==> src/rtl/flag_ctrl_if.sv <==
// flag_ctrl_if
//   Groups the condition-flag control signals exchanged between the pipeline
//   (EX/late-completion/ID stages) and the flag controller.
//   master : pipeline side; drives EX/late/ID requests and observes results.
//   slave  : flag controller; consumes requests, produces flags and control.
//   Signals:
//     ex_setflags, ex_valid, ex_late, ex_flags[3:0] : instruction in EX
//     late_valid, late_flags[3:0]                   : late-completing flags
//     flush                                         : pipeline squash
//     id_bcond, id_cond[3:0]                        : B.cond in ID
//     flags_q[3:0], flag_we, stall_id, br_taken, timeout : controller outputs
interface flag_ctrl_if;
  logic       ex_setflags;
  logic       ex_valid;
  logic       ex_late;
  logic [3:0] ex_flags;
  logic       late_valid;
  logic [3:0] late_flags;
  logic       flush;
  logic       id_bcond;
  logic [3:0] id_cond;
  logic [3:0] flags_q;
  logic       flag_we;
  logic       stall_id;
  logic       br_taken;
  logic       timeout;

  modport master (
    output ex_setflags, ex_valid, ex_late, ex_flags,
    output late_valid, late_flags, flush, id_bcond, id_cond,
    input  flags_q, flag_we, stall_id, br_taken, timeout
  );

  modport slave (
    input  ex_setflags, ex_valid, ex_late, ex_flags,
    input  late_valid, late_flags, flush, id_bcond, id_cond,
    output flags_q, flag_we, stall_id, br_taken, timeout
  );
endinterface

==> src/rtl/flag_ctrl.sv <==
// flag_ctrl
//   Condition-flag storage and B.cond resolution for the pipelined LEGv8 core.
//   Single-cycle flag setters write at the edge after EX; late-completing ops
//   (multi-cycle multiply/shift) park the controller in WAIT_LATE until their
//   flags arrive, during which a B.cond in ID is stalled. In-flight flags are
//   bypassed to the branch evaluation. A watchdog bounds WAIT_LATE to MAX_WAIT
//   cycles and raises a sticky timeout if the late flags never show up.
//   Ports:
//     clk    : system clock, rising edge
//     reset  : asynchronous active-low reset
//     bus    : flag_ctrl_if.slave (EX/late/ID inputs, flag/stall/branch outputs)
//   Parameters:
//     MAX_WAIT : WAIT_LATE cycles before timeout (>= 1)
//     CW       : watchdog counter width (2**CW > MAX_WAIT)
module flag_ctrl #(
  parameter int MAX_WAIT = 8,
  parameter int CW       = 4
) (
  input  logic         clk,
  input  logic         reset,
  flag_ctrl_if.slave   bus
);

  typedef enum logic {
    IDLE      = 1'b0,
    WAIT_LATE = 1'b1
  } state_t;

  state_t        state;
  logic [CW-1:0] wd_cnt;
  logic [3:0]    flags_r;
  logic          timeout_r;

  logic          setter;
  logic          in_idle;
  logic          in_wait;
  logic          early_wr;
  logic          late_wr;
  logic          start_late;
  logic          wr_en;
  logic [3:0]    wr_flags;
  logic [3:0]    eff_flags;
  logic          stall;
  logic          taken;

  localparam logic [CW-1:0] WAIT_LIMIT = CW'(MAX_WAIT);

  // ARM condition evaluation over {N,Z,V,C}.
  function automatic logic cond_pass(input logic [3:0] cond, input logic [3:0] f);
    logic n, z, v, c;
    logic r;
    n = f[3];
    z = f[2];
    v = f[1];
    c = f[0];
    case (cond)
      4'h0:    r = z;
      4'h1:    r = ~z;
      4'h2:    r = c;
      4'h3:    r = ~c;
      4'h4:    r = n;
      4'h5:    r = ~n;
      4'h6:    r = v;
      4'h7:    r = ~v;
      4'h8:    r = c & ~z;
      4'h9:    r = ~c | z;
      4'hA:    r = (n == v);
      4'hB:    r = (n != v);
      4'hC:    r = ~z & (n == v);
      4'hD:    r = z | (n != v);
      default: r = 1'b1;
    endcase
    return r;
  endfunction

  always_comb begin
    setter     = bus.ex_valid & bus.ex_setflags;
    in_idle    = (state == IDLE);
    in_wait    = (state == WAIT_LATE);

    early_wr   = in_idle & setter & ~bus.ex_late & ~bus.flush;
    // Flush wins over a coincident late_valid: the late op is squashed.
    late_wr    = in_wait & bus.late_valid & ~bus.flush;
    start_late = in_idle & setter & bus.ex_late & ~bus.flush;
    wr_en      = early_wr | late_wr;
    wr_flags   = in_wait ? bus.late_flags : bus.ex_flags;

    // Bypass choice ignores flush; a flushed branch is never taken anyway.
    if (in_idle & setter & ~bus.ex_late)
      eff_flags = bus.ex_flags;
    else if (in_wait & bus.late_valid)
      eff_flags = bus.late_flags;
    else
      eff_flags = flags_r;

    // A late op entering EX stalls the branch even before WAIT_LATE is
    // entered, since its flags cannot be known this cycle.
    stall = bus.id_bcond &
            ((in_wait & ~bus.late_valid & ~bus.flush) |
             (in_idle & setter & bus.ex_late));

    taken = bus.id_bcond & ~stall & ~bus.flush & cond_pass(bus.id_cond, eff_flags);
  end

  // Combinational outputs are forced low while reset is held so the pipeline
  // sees quiet control even with garbage on the inputs.
  assign bus.flag_we  = reset & wr_en;
  assign bus.stall_id = reset & stall;
  assign bus.br_taken = reset & taken;
  assign bus.flags_q  = flags_r;
  assign bus.timeout  = timeout_r;

  // Flag register, FSM and watchdog
  always_ff @(posedge clk or negedge reset) begin
    if (!reset) begin
      state     <= IDLE;
      wd_cnt    <= '0;
      flags_r   <= 4'b0000;
      timeout_r <= 1'b0;
    end else begin
      if (wr_en)
        flags_r <= wr_flags;

      case (state)
        IDLE: begin
          // late_valid is meaningless here and is ignored.
          if (start_late) begin
            state  <= WAIT_LATE;
            wd_cnt <= CW'(1);
          end
        end
        WAIT_LATE: begin
          // New setters in EX cannot issue while waiting; they are ignored.
          if (bus.flush || bus.late_valid) begin
            state  <= IDLE;
            wd_cnt <= '0;
          end else if (wd_cnt == WAIT_LIMIT) begin
            state     <= IDLE;
            wd_cnt    <= '0;
            timeout_r <= 1'b1;
          end else begin
            wd_cnt <= wd_cnt + CW'(1);
          end
        end
        default: begin
          state  <= IDLE;
          wd_cnt <= '0;
        end
      endcase
    end
  end

endmodule
==> src/flat_wrapper.sv <==
// flat-port wrapper written by rule: the top's interface ports become plain ports
module flag_ctrl_flat 
#(
  parameter int MAX_WAIT = 8,
  parameter int CW       = 4
)
  (clk, reset, bus_ex_setflags, bus_ex_valid, bus_ex_late, bus_ex_flags, bus_late_valid, bus_late_flags, bus_flush, bus_id_bcond, bus_id_cond, bus_flags_q, bus_flag_we, bus_stall_id, bus_br_taken, bus_timeout);
  flag_ctrl_if bus_i ();
  input  logic clk;
  input  logic reset;
  input wire logic [$bits(bus_i.ex_setflags)-1:0] bus_ex_setflags;
  input wire logic [$bits(bus_i.ex_valid)-1:0] bus_ex_valid;
  input wire logic [$bits(bus_i.ex_late)-1:0] bus_ex_late;
  input wire logic [$bits(bus_i.ex_flags)-1:0] bus_ex_flags;
  input wire logic [$bits(bus_i.late_valid)-1:0] bus_late_valid;
  input wire logic [$bits(bus_i.late_flags)-1:0] bus_late_flags;
  input wire logic [$bits(bus_i.flush)-1:0] bus_flush;
  input wire logic [$bits(bus_i.id_bcond)-1:0] bus_id_bcond;
  input wire logic [$bits(bus_i.id_cond)-1:0] bus_id_cond;
  output wire logic [$bits(bus_i.flags_q)-1:0] bus_flags_q;
  output wire logic [$bits(bus_i.flag_we)-1:0] bus_flag_we;
  output wire logic [$bits(bus_i.stall_id)-1:0] bus_stall_id;
  output wire logic [$bits(bus_i.br_taken)-1:0] bus_br_taken;
  output wire logic [$bits(bus_i.timeout)-1:0] bus_timeout;
  assign bus_i.ex_setflags = bus_ex_setflags;
  assign bus_i.ex_valid = bus_ex_valid;
  assign bus_i.ex_late = bus_ex_late;
  assign bus_i.ex_flags = bus_ex_flags;
  assign bus_i.late_valid = bus_late_valid;
  assign bus_i.late_flags = bus_late_flags;
  assign bus_i.flush = bus_flush;
  assign bus_i.id_bcond = bus_id_bcond;
  assign bus_i.id_cond = bus_id_cond;
  assign bus_flags_q = bus_i.flags_q;
  assign bus_flag_we = bus_i.flag_we;
  assign bus_stall_id = bus_i.stall_id;
  assign bus_br_taken = bus_i.br_taken;
  assign bus_timeout = bus_i.timeout;
  flag_ctrl #(.MAX_WAIT(MAX_WAIT), .CW(CW)) u_core (.clk(clk), .reset(reset), .bus(bus_i));
endmodule
==> config.mk <==
export PLATFORM = sky130hd
export DESIGN_NAME = flag_ctrl_flat
export DESIGN_NICKNAME = d
export VERILOG_FILES = /design/src/rtl/flag_ctrl_if.sv /design/src/rtl/flag_ctrl.sv /design/src/flat_wrapper.sv
export SDC_FILE = /design/constraint.sdc
export NUM_CORES = 1
export LEC_CHECK = 0
export ABC_AREA = 1
export CORE_MARGIN = 5
export CORE_UTILIZATION = 31
export CTS_CLUSTER_DIAMETER = 40
export CTS_CLUSTER_SIZE = 12
export DETAILED_ROUTE_END_ITERATION = 12
export GPL_TIMING_DRIVEN = 0
export PLACE_DENSITY = 0.62
export SYNTH_ARGS = -nofsm -noshare
export SYNTH_HDL_FRONTEND = slang
export SYNTH_SLANG_ARGS = --single-unit
==> constraint.sdc <==
create_clock -name clk -period 3 [get_ports clk]
set_input_delay 0.6 -clock clk [delete_from_list [all_inputs] [get_ports clk]]
set_output_delay 0.6 -clock clk [all_outputs]
set_load 0.01 [all_outputs]
=== Word-level counts from Yosys, hierarchy flattened ===
Index checks and enable logic that the tools add are counted.

* RAM bits: 0
* Word-level logic and storage cells: 70
* Memories kept: 0
* Latch bits: 0
* Register bits: 10
* Memory bits (read-only): 0

* Mux-type cells: 12
* Divide/modulo/power cells: 0
* Eq/ne operators: 17
* Shift operators: 0
* Magnitude comparators: 0
* Add/sub/neg operators: 1
* Bitwise logic cells: 33
* Multiply operators: 0
* Reduce and logical (&&, ||, !) cells: 3

{| class="wikitable"
|+ Operator list
! kind !! number
|-
| $eq A4 B4 Y1 const B || 7
|-
| $mux W4 || 6
|-
| $and A1 B1 Y1 || 19
|-
| $eq A4 B3 Y1 const B || 4
|-
| $pmux W1 S14 || 1
|-
| $not A1 Y1 || 10
|-
| $eq A4 B2 Y1 const B || 2
|-
| $pmux W4 S2 || 1
|-
| $add A4 B1 Y4 const B || 1
|-
| $eq A4 B1 Y1 const B || 1
|-
| $logic_not A4 Y1 || 1
|-
| $or A1 B1 Y1 || 4
|-
| $mux W1 || 3
|-
| $reduce_and A3 Y1 || 1
|-
| $ne A2 B2 Y1 const B || 1
|-
| $pmux W1 S2 || 1
|-
| $eq A1 B1 Y1 || 1
|-
| $logic_or A1 B1 Y1 || 1
|-
| $ne A1 B1 Y1 || 1
|}

=== Depth between registers and ports, before layout ===
Gate-level depths: netlist of run 1.

* Depth in word-level cells: 10
* Gate-level depth with buffers: 14
* Depth with buffers taken out: 13

=== Least setup slack after synthesis of run 1 ===
Ideal clock, no wire load.

* Kind: input to output
* From: input port bus_late_valid
* To: output port bus_br_taken
* Cell stages on the path: 14
* Required time: 2.400 ns
* Buffers on the path: 1
* Arrival: 1.570 ns
* Setup slack: 0.830 ns
* Cell sequence: buf_4 > nand2_2 > nand2_1 > nand2_1 > nand2_1 > nand2_2 > nand2_1 > nand3_2 > nand2_1 > nand2_1 > nand3_1 > nand2_1 > nor2_1 > nor2_1

* Cells in the longest elaborated chain, start to end: 10
* Elaborated cells on any way between the ends: 24
* Classes of those cells: 2 x eq/ne; 3 x mux; 19 x bitwise

{| class="wikitable"
|+ Ends and longest elaborated chain
! what !! RTL line !! text
|-
| start, declared || flat_wrapper.sv:15 || <nowiki>input wire logic [$bits(bus_i.late_valid)-1:0] bus_late_valid;</nowiki>
|-
| parallel branches: the longest is 8 deep, another holds $pmux W1 S14 || -- ||
|-
| $and A1 B1 Y1 * || flag_ctrl.sv:102 || <nowiki>taken = bus.id_bcond & ~stall & ~bus.flush & cond_pass(bus.id_cond, eff_flags);</nowiki>
|-
| $and A1 B1 Y1 * || flag_ctrl.sv:109 || <nowiki>assign bus.br_taken = reset & taken;</nowiki>
|-
| end, declared || flat_wrapper.sv:23 || <nowiki>output wire logic [$bits(bus_i.br_taken)-1:0] bus_br_taken;</nowiki>
|}

Mark *: on every way between the ends.

=== Final worst setup path of run 1 ===
* From: input port bus_ex_valid
* To: output port bus_flag_we

* Cells in the longest elaborated chain, start to end: 6

{| class="wikitable"
|+ Ends and longest elaborated chain
! what !! RTL line !! text
|-
| start, declared || flat_wrapper.sv:12 || <nowiki>input wire logic [$bits(bus_i.ex_valid)-1:0] bus_ex_valid;</nowiki>
|-
| $and A1 B1 Y1 || flag_ctrl.sv:77 || <nowiki>setter = bus.ex_valid & bus.ex_setflags;</nowiki>
|-
| $and A1 B1 Y1 (3 in series) || flag_ctrl.sv:81 || <nowiki>early_wr = in_idle & setter & ~bus.ex_late & ~bus.flush;</nowiki>
|-
| $or A1 B1 Y1 || flag_ctrl.sv:85 || <nowiki>wr_en = early_wr | late_wr;</nowiki>
|-
| $and A1 B1 Y1 || flag_ctrl.sv:107 || <nowiki>assign bus.flag_we = reset & wr_en;</nowiki>
|-
| end, declared || flat_wrapper.sv:21 || <nowiki>output wire logic [$bits(bus_i.flag_we)-1:0] bus_flag_we;</nowiki>
|}

No other way between the ends.

==> flow_summary.json, run 1 <==
{
  "cpMostUsedCell": "clkdlybuf4s50_1",
  "coreArea_mm2": 0.00303,
  "insertion_delay_ps": 260,
  "worst_pin_slew_ps": 489,
  "seq_power_share_pct": 35.0,
  "io_pins": 28,
  "final_antenna_net_count": 0,
  "end_kind": "primary output",
  "seq_area_frac_synth_pct": 25.9,
  "wl_per_cell_um": 11.0,
  "startpoint_type": "primary input",
  "maxSlewHeadroom_pct": 67.3,
  "area_growth_pct": 40.4,
  "yosysMostFrequentCell": "nand2_1",
  "synth_area_leader_cell": "dfrtp_1",
  "clock-sinks": 10,
  "skew_ps": 1.15,
  "slowest_stage": "clkdlybuf4s50_1",
  "place_ws_ps": -304,
  "cts_tree": "built",
  "vdd_ir_drop_max_mv": 0.208,
  "syn_inst": 158,
  "power_frac_clock_pct": 17.8,
  "cap_violations": 0,
  "critical_path_class": "in -> out",
  "path_clk_slew_ps": 60,
  "ys_seq_elements": 10,
  "synth_area_leaders": "dfrtp_1 (26%), nand2_1 (20%), nand3_1 (11%)",
  "netSwitchingPower_mw": 0.182,
  "drt_iter0_drc": 57,
  "path_max_fanout": 7,
  "die_w_um": 65.8,
  "synth_area_um2": 966,
  "p_int_mw": 0.309,
  "overflow": 0,
  "whs_ps": 485,
  "holdCritPathClass": "reg -> reg",
  "dieArea_mm2": 0.00433,
  "rows": 20,
  "cp_data_arrival_time_ps": 2310,
  "synth_cell_types": 25,
  "place_congestion": 0.855,
  "syn_avg_cell_area_um2": 6.11,
  "layout_setup_ws_ps": 88.6,
  "ys_top_cells_by_count": "nand2_1 (51), inv_1 (24), nand3_1 (22)",
  "h-tree-depth": 1,
  "path_cells": "clkdlybuf4s50_1 > nand2_1 > nor2_4 > nand2_4 > a21oi_4 > and2_1 > clkdlybuf4s50_1",
  "p_sw_share_pct": 37.0,
  "slew_viol_final": 0,
  "grt_max_degree": 13,
  "grt_pass1_wl_um": 4260,
  "clockRootBuffer": "clkbuf_4",
  "dp_hpwl_um": 2050,
  "finalNetCount": 216,
  "rsz0062_at_grt": "yes",
  "period_needed_ps": 2910,
  "synth_edf_count": 0,
  "fmax_mhz": 343,
  "powerDensity_mw_per_mm2": 362,
  "grtUsageTotal_pct": 12.2,
  "diodes": 0,
  "antenna_found_initial": 0,
  "slowest_delay_ps": 540,
  "cts_inserted_buffers": 3,
  "grt_pass1_vias": 1061,
  "utilization_pct": 44.8,
  "synth_top_area_share_pct": 25.9,
  "die_h_um": 65.8,
  "routed_wl_um": 2590,
  "io_buffers": 26,
  "finalNonFillerCells": 236,
  "synth_warnings": 0,
  "worstPathRequired_ps": 2400,
  "finalHoldViolCount": 0,
  "cts_max_path_buffers": 2,
  "leakagePower_nw": 0.690,
  "first_pass_iters": 4,
  "start_util_pct": 31.9,
  "drive_gt1_share_pct": 12.0,
  "ys.flop_type": "dfrtp_1",
  "async_reset_ff_share_pct": 100,
  "syn-num-nets": 180,
  "placedCellCount": 228,
  "drc": 0,
  "vias_per_cell": 4.69,
  "finalSetupViolCount": 0,
  "finalCritPeriodShare_pct": 97.0,
  "pwr-share-comb_pct": 47.2,
  "status": "completed",
  "vias": 1107
}
-- worst max-delay path: cells and delay by family --
family | cells | cell delay [ps]
buffers and inverters | 2 | 990
AO/OA/AOI/OAI | 1 | 200
AND/OR/NAND/NOR | 4 | 510
-- routing by layer --
metal	track usage (%)	up-vias	wire (um)
met5	0	-	0
met4	2.33	0	14
met3	3.74	2	154
met2	19.5	34	1150
met1	16.1	492	1270
li1	-	579	-
-- cell type report --
cell class / count / area [um2]
Buffer: 3 / 22.5
Clock buffer: 3 / 22.5
Fill cell: 321 / 1670
Inverter: 24 / 90.1
Multi-Input combinational cell: 121 / 619
Sequential cell: 10 / 250
Tap cell: 44 / 55.1
Timing Repair Buffer: 31 / 297
-- power by group through the flow --
stage | clock network (mW) | registers (mW) | logic (mW)
finish | 0.0874 | 0.172 | 0.232
global route | 0.0987 | 0.175 | 0.262
CTS | 0.0917 | 0.172 | 0.229
detailed placement | 0 | 0.175 | 0.223
global placement | 0 | 0.173 | 0.221
floorplan | 0 | 0.179 | 0.128
-- kinds of logic after synthesis --
kind of cell | Yosys count | share of synthesized area [%]
buffers and inverters | 27 | 11.7
AND/OR/NAND/NOR | 103 | 49.5
adder cells (fa/ha/maj) | 2 | 2.59
AO/OA/AOI/OAI | 16 | 10.4
flip-flops | 10 | 25.9
-- what timing repair did --
action / 4_1_cts / 5_1_grt
setup endpoints to repair: 2 / 3
setup buffers: 2 / 3
endpoints found under the hold margin: 0 / 0
hold buffers: 0 / 0
gates resized for setup: 5 / 4
pin swaps: 2 / 3
-- through the flow --
step                      area, um2  total power, mW  TNS, ps
after floorplan                 966            0.307        0
after global placement         1280            0.394     -507
after detailed placement       1280            0.397     -556
after CTS                      1330            0.493        0
after global routing           1360            0.536    -37.4
final                          1360            0.491        0
-- cells in the final DEF, fill, tap and decap left out --
cell type / n
a21oi_1: 2
a21oi_4: 1
a22oi_1: 1
a31o_2: 1
a31oi_1: 1
and2_1: 1
and3_1: 1
buf_2: 1
buf_4: 5
buf_6: 2
clkbuf_1: 1
clkbuf_4: 3
clkdlybuf4s50_1: 25
dfrtp_1: 10
ha_1: 2
inv_1: 24
nand2_1: 50
nand2_2: 5
nand2_4: 1
nand3_1: 22
nand3_2: 2
nand3b_1: 3
nand4_1: 1
nor2_1: 9
nor2_2: 1
nor2_4: 1
nor3_1: 6
o211ai_1: 4
o21ai_0: 5
o21bai_1: 1
-- state kept, by name, summed over array words and instances (netlist names) --
| name | count |
|---|---|
| u_core.bus.timeout | 1 |
| u_core.bus.flags_q | 4 |
| u_core.in_wait | 1 |
| u_core.wd_cnt | 4 |
-- path summary, 6_finish.rpt --
check / from / endpoint / slack, ps / depth (start not counted)
min in group asynchronous: reset / u_core.wd_cnt[1]$_DFFE_PN0P_ / 670 / 1
max in group asynchronous: reset / u_core.bus.flags_q[1]$_DFFE_PN0N_ / 2000 / 1
worst min-delay path: u_core.bus.timeout$_DFFE_PN0P_ / u_core.bus.timeout$_DFFE_PN0P_ / 480 / 1
worst min register to register: u_core.bus.timeout$_DFFE_PN0P_ / u_core.bus.timeout$_DFFE_PN0P_ / 480 / 1
worst max-delay path: bus_ex_valid / bus_flag_we / 90 / 7
worst max register to register: u_core.in_wait$_DFF_PN0_ / u_core.wd_cnt[3]$_DFFE_PN0P_ / 1440 / 8
Note: power is estimated with default switching activity, not from simulation.
==> inputs of run 2 (changes only) <==
- CTS_BUF_LIST: unset -> sky130_fd_sc_hd__clkbuf_2 sky130_fd_sc_hd__clkbuf_4 sky130_fd_sc_hd__clkbuf_8
- MAX_ROUTING_LAYER: unset -> met4
==> flow_summary.json, run 2 (same netlist as run 1, synthesis figures left out) <==
{
  "status": "completed",
  "cp_data_arrival_time_ps": 2310,
  "hold_buffers": 0,
  "grtUsageTotal_pct": 12.5,
  "io_pins": 28,
  "wl_per_cell_um": 11.0,
  "slew_viol_final": 0,
  "worstPathRequired_ps": 2400,
  "skew_ps": 1.49,
  "grt_pass1_vias": 1060,
  "end_kind": "primary output",
  "slowest_stage": "clkdlybuf4s50_1",
  "clockRootBuffer": "clkbuf_4",
  "dpl_cell_area_mm2": 0.00128,
  "io_buffers": 26,
  "dp_hpwl_um": 2050,
  "nFillCells": 321,
  "dieArea_mm2": 0.00433,
  "drt_iter0_drc": 57,
  "final_common_cell": "nand2_1",
  "path_cells": "clkdlybuf4s50_1 > nand2_1 > nor2_4 > nand2_4 > a21oi_4 > and2_1 > clkdlybuf4s50_1",
  "finalHoldViolCount": 0,
  "slowest_delay_ps": 540,
  "place_ws_ps": -304,
  "vias_per_cell": 4.70,
  "vias": 1109,
  "grt_max_degree": 13,
  "overflow": 0,
  "fmax_mhz": 343,
  "holdCritPathClass": "reg -> reg",
  "antenna_found_initial": 0,
  "cts_tree": "built",
  "powerDensity_mw_per_mm2": 362,
  "insertion_delay_ps": 260,
  "fin_area_mm2": 0.00136,
  "worst_pin_slew_ps": 490,
  "h-tree-depth": 1,
  "cap_violations": 0,
  "drc": 0,
  "routed_wl_um": 2590,
  "vdd_ir_drop_max_mv": 0.208,
  "start_util_pct": 31.9,
  "rsz0062_at_grt": "yes",
  "maxSlewHeadroom_pct": 67.3,
  "startpoint_type": "primary input",
  "cts_max_path_buffers": 2,
  "first_pass_iters": 4,
  "layout_setup_ws_ps": 88.0,
  "period_needed_ps": 2910,
  "final_antenna_net_count": 0,
  "critical_path_class": "in -> out",
  "path_max_fanout": 7,
  "grt_pass1_wl_um": 4260,
  "place_congestion": 0.868,
  "finalNetCount": 216,
  "leakagePower_nw": 0.690,
  "finalSetupViolCount": 0,
  "finalCritPeriodShare_pct": 97.1,
  "path_clk_slew_ps": 60,
  "drive_gt1_share_pct": 12.0,
  "die_h_um": 65.8,
  "cts_inserted_buffers": 3,
  "cpMostUsedCell": "clkdlybuf4s50_1",
  "final_cell_mix": "nand2_1 (50), clkdlybuf4s50_1 (25), inv_1 (24), nand3_1 (22), dfrtp_1 (10)",
  "setup_tns_ps": 0,
  "coreArea_mm2": 0.00303,
  "rows": 20,
  "area_growth_pct": 40.4,
  "die_w_um": 65.8,
  "diodes": 0,
  "clock-sinks": 10
}
==> run 2: cell counts in the layout (fill, tap and decap cells not counted) <==
No cell type changed its count.
==> run 2: metrics by stage <==
stage                     util (%)  hold slack, ps  std cells  power [mW]
final                         44.8             485        236       0.491
after detailed placement      42.3             482        228       0.397
after floorplan                  -             304        158       0.307
after global routing          44.8             509        236       0.536
after global placement        42.3             468        228       0.394
after CTS                     44.0             491        233       0.493
==> run 2: worst paths after layout <==
path                                           startpoint                                 to  slack, ps  depth (start not counted)
hold reg to reg            u_core.bus.timeout$_DFFE_PN0P_     u_core.bus.timeout$_DFFE_PN0P_        490                          1
max in group asynchronous                           reset  u_core.bus.flags_q[1]$_DFFE_PN0N_       2000                          1
setup reg to reg                 u_core.in_wait$_DFF_PN0_       u_core.wd_cnt[3]$_DFFE_PN0P_       1440                          8
setup / recovery                             bus_ex_valid                        bus_flag_we         90                          7
hold / removal             u_core.bus.timeout$_DFFE_PN0P_     u_core.bus.timeout$_DFFE_PN0P_        490                          1
min in group asynchronous                           reset       u_core.wd_cnt[1]$_DFFE_PN0P_        670                          1
==> run 2: layout make-up <==
class | instances | area, um2 | share of cell area (%)
multi-input combinational | 121 | 619 | 45.7
buffer | 3 | 22.5 | 1.66
sequential | 10 | 250 | 18.5
tap | 44 | 55.1 | 4.06
inverter | 24 | 90.1 | 6.64
clock buffer | 3 | 22.5 | 1.66
timing repair buffer | 31 | 297 | 21.9
==> run 2: power breakdown <==
group          leakage [nW]  switching (mW)  internal, mW
Clock                0.0138          0.0412        0.0461
Combinational         0.548           0.126         0.106
Sequential            0.129          0.0147         0.157
Total                 0.690           0.182         0.309
==> run 2: repair_timing <==
action / in CTS / in global routing
setup endpoints to repair: 2 / 3
pin swaps: 2 / 3
gates resized for setup: 5 / 4
setup buffers: 2 / 3
==> run 2: layer usage <==
layer	routed length (um)	vias up	track usage, %
met1	1270	497	16.1
met4	13	0	2.33
met5	0	-	-
li1	-	579	-
met3	145	2	3.74
met2	1150	31	19.5
==> run 2: critical path, delay by kind of cell <==
family | cells | cell delay [ps]
buffers and inverters | 2 | 990
AOI/OAI and AO/OA | 1 | 200
and+or+nand+nor | 4 | 510
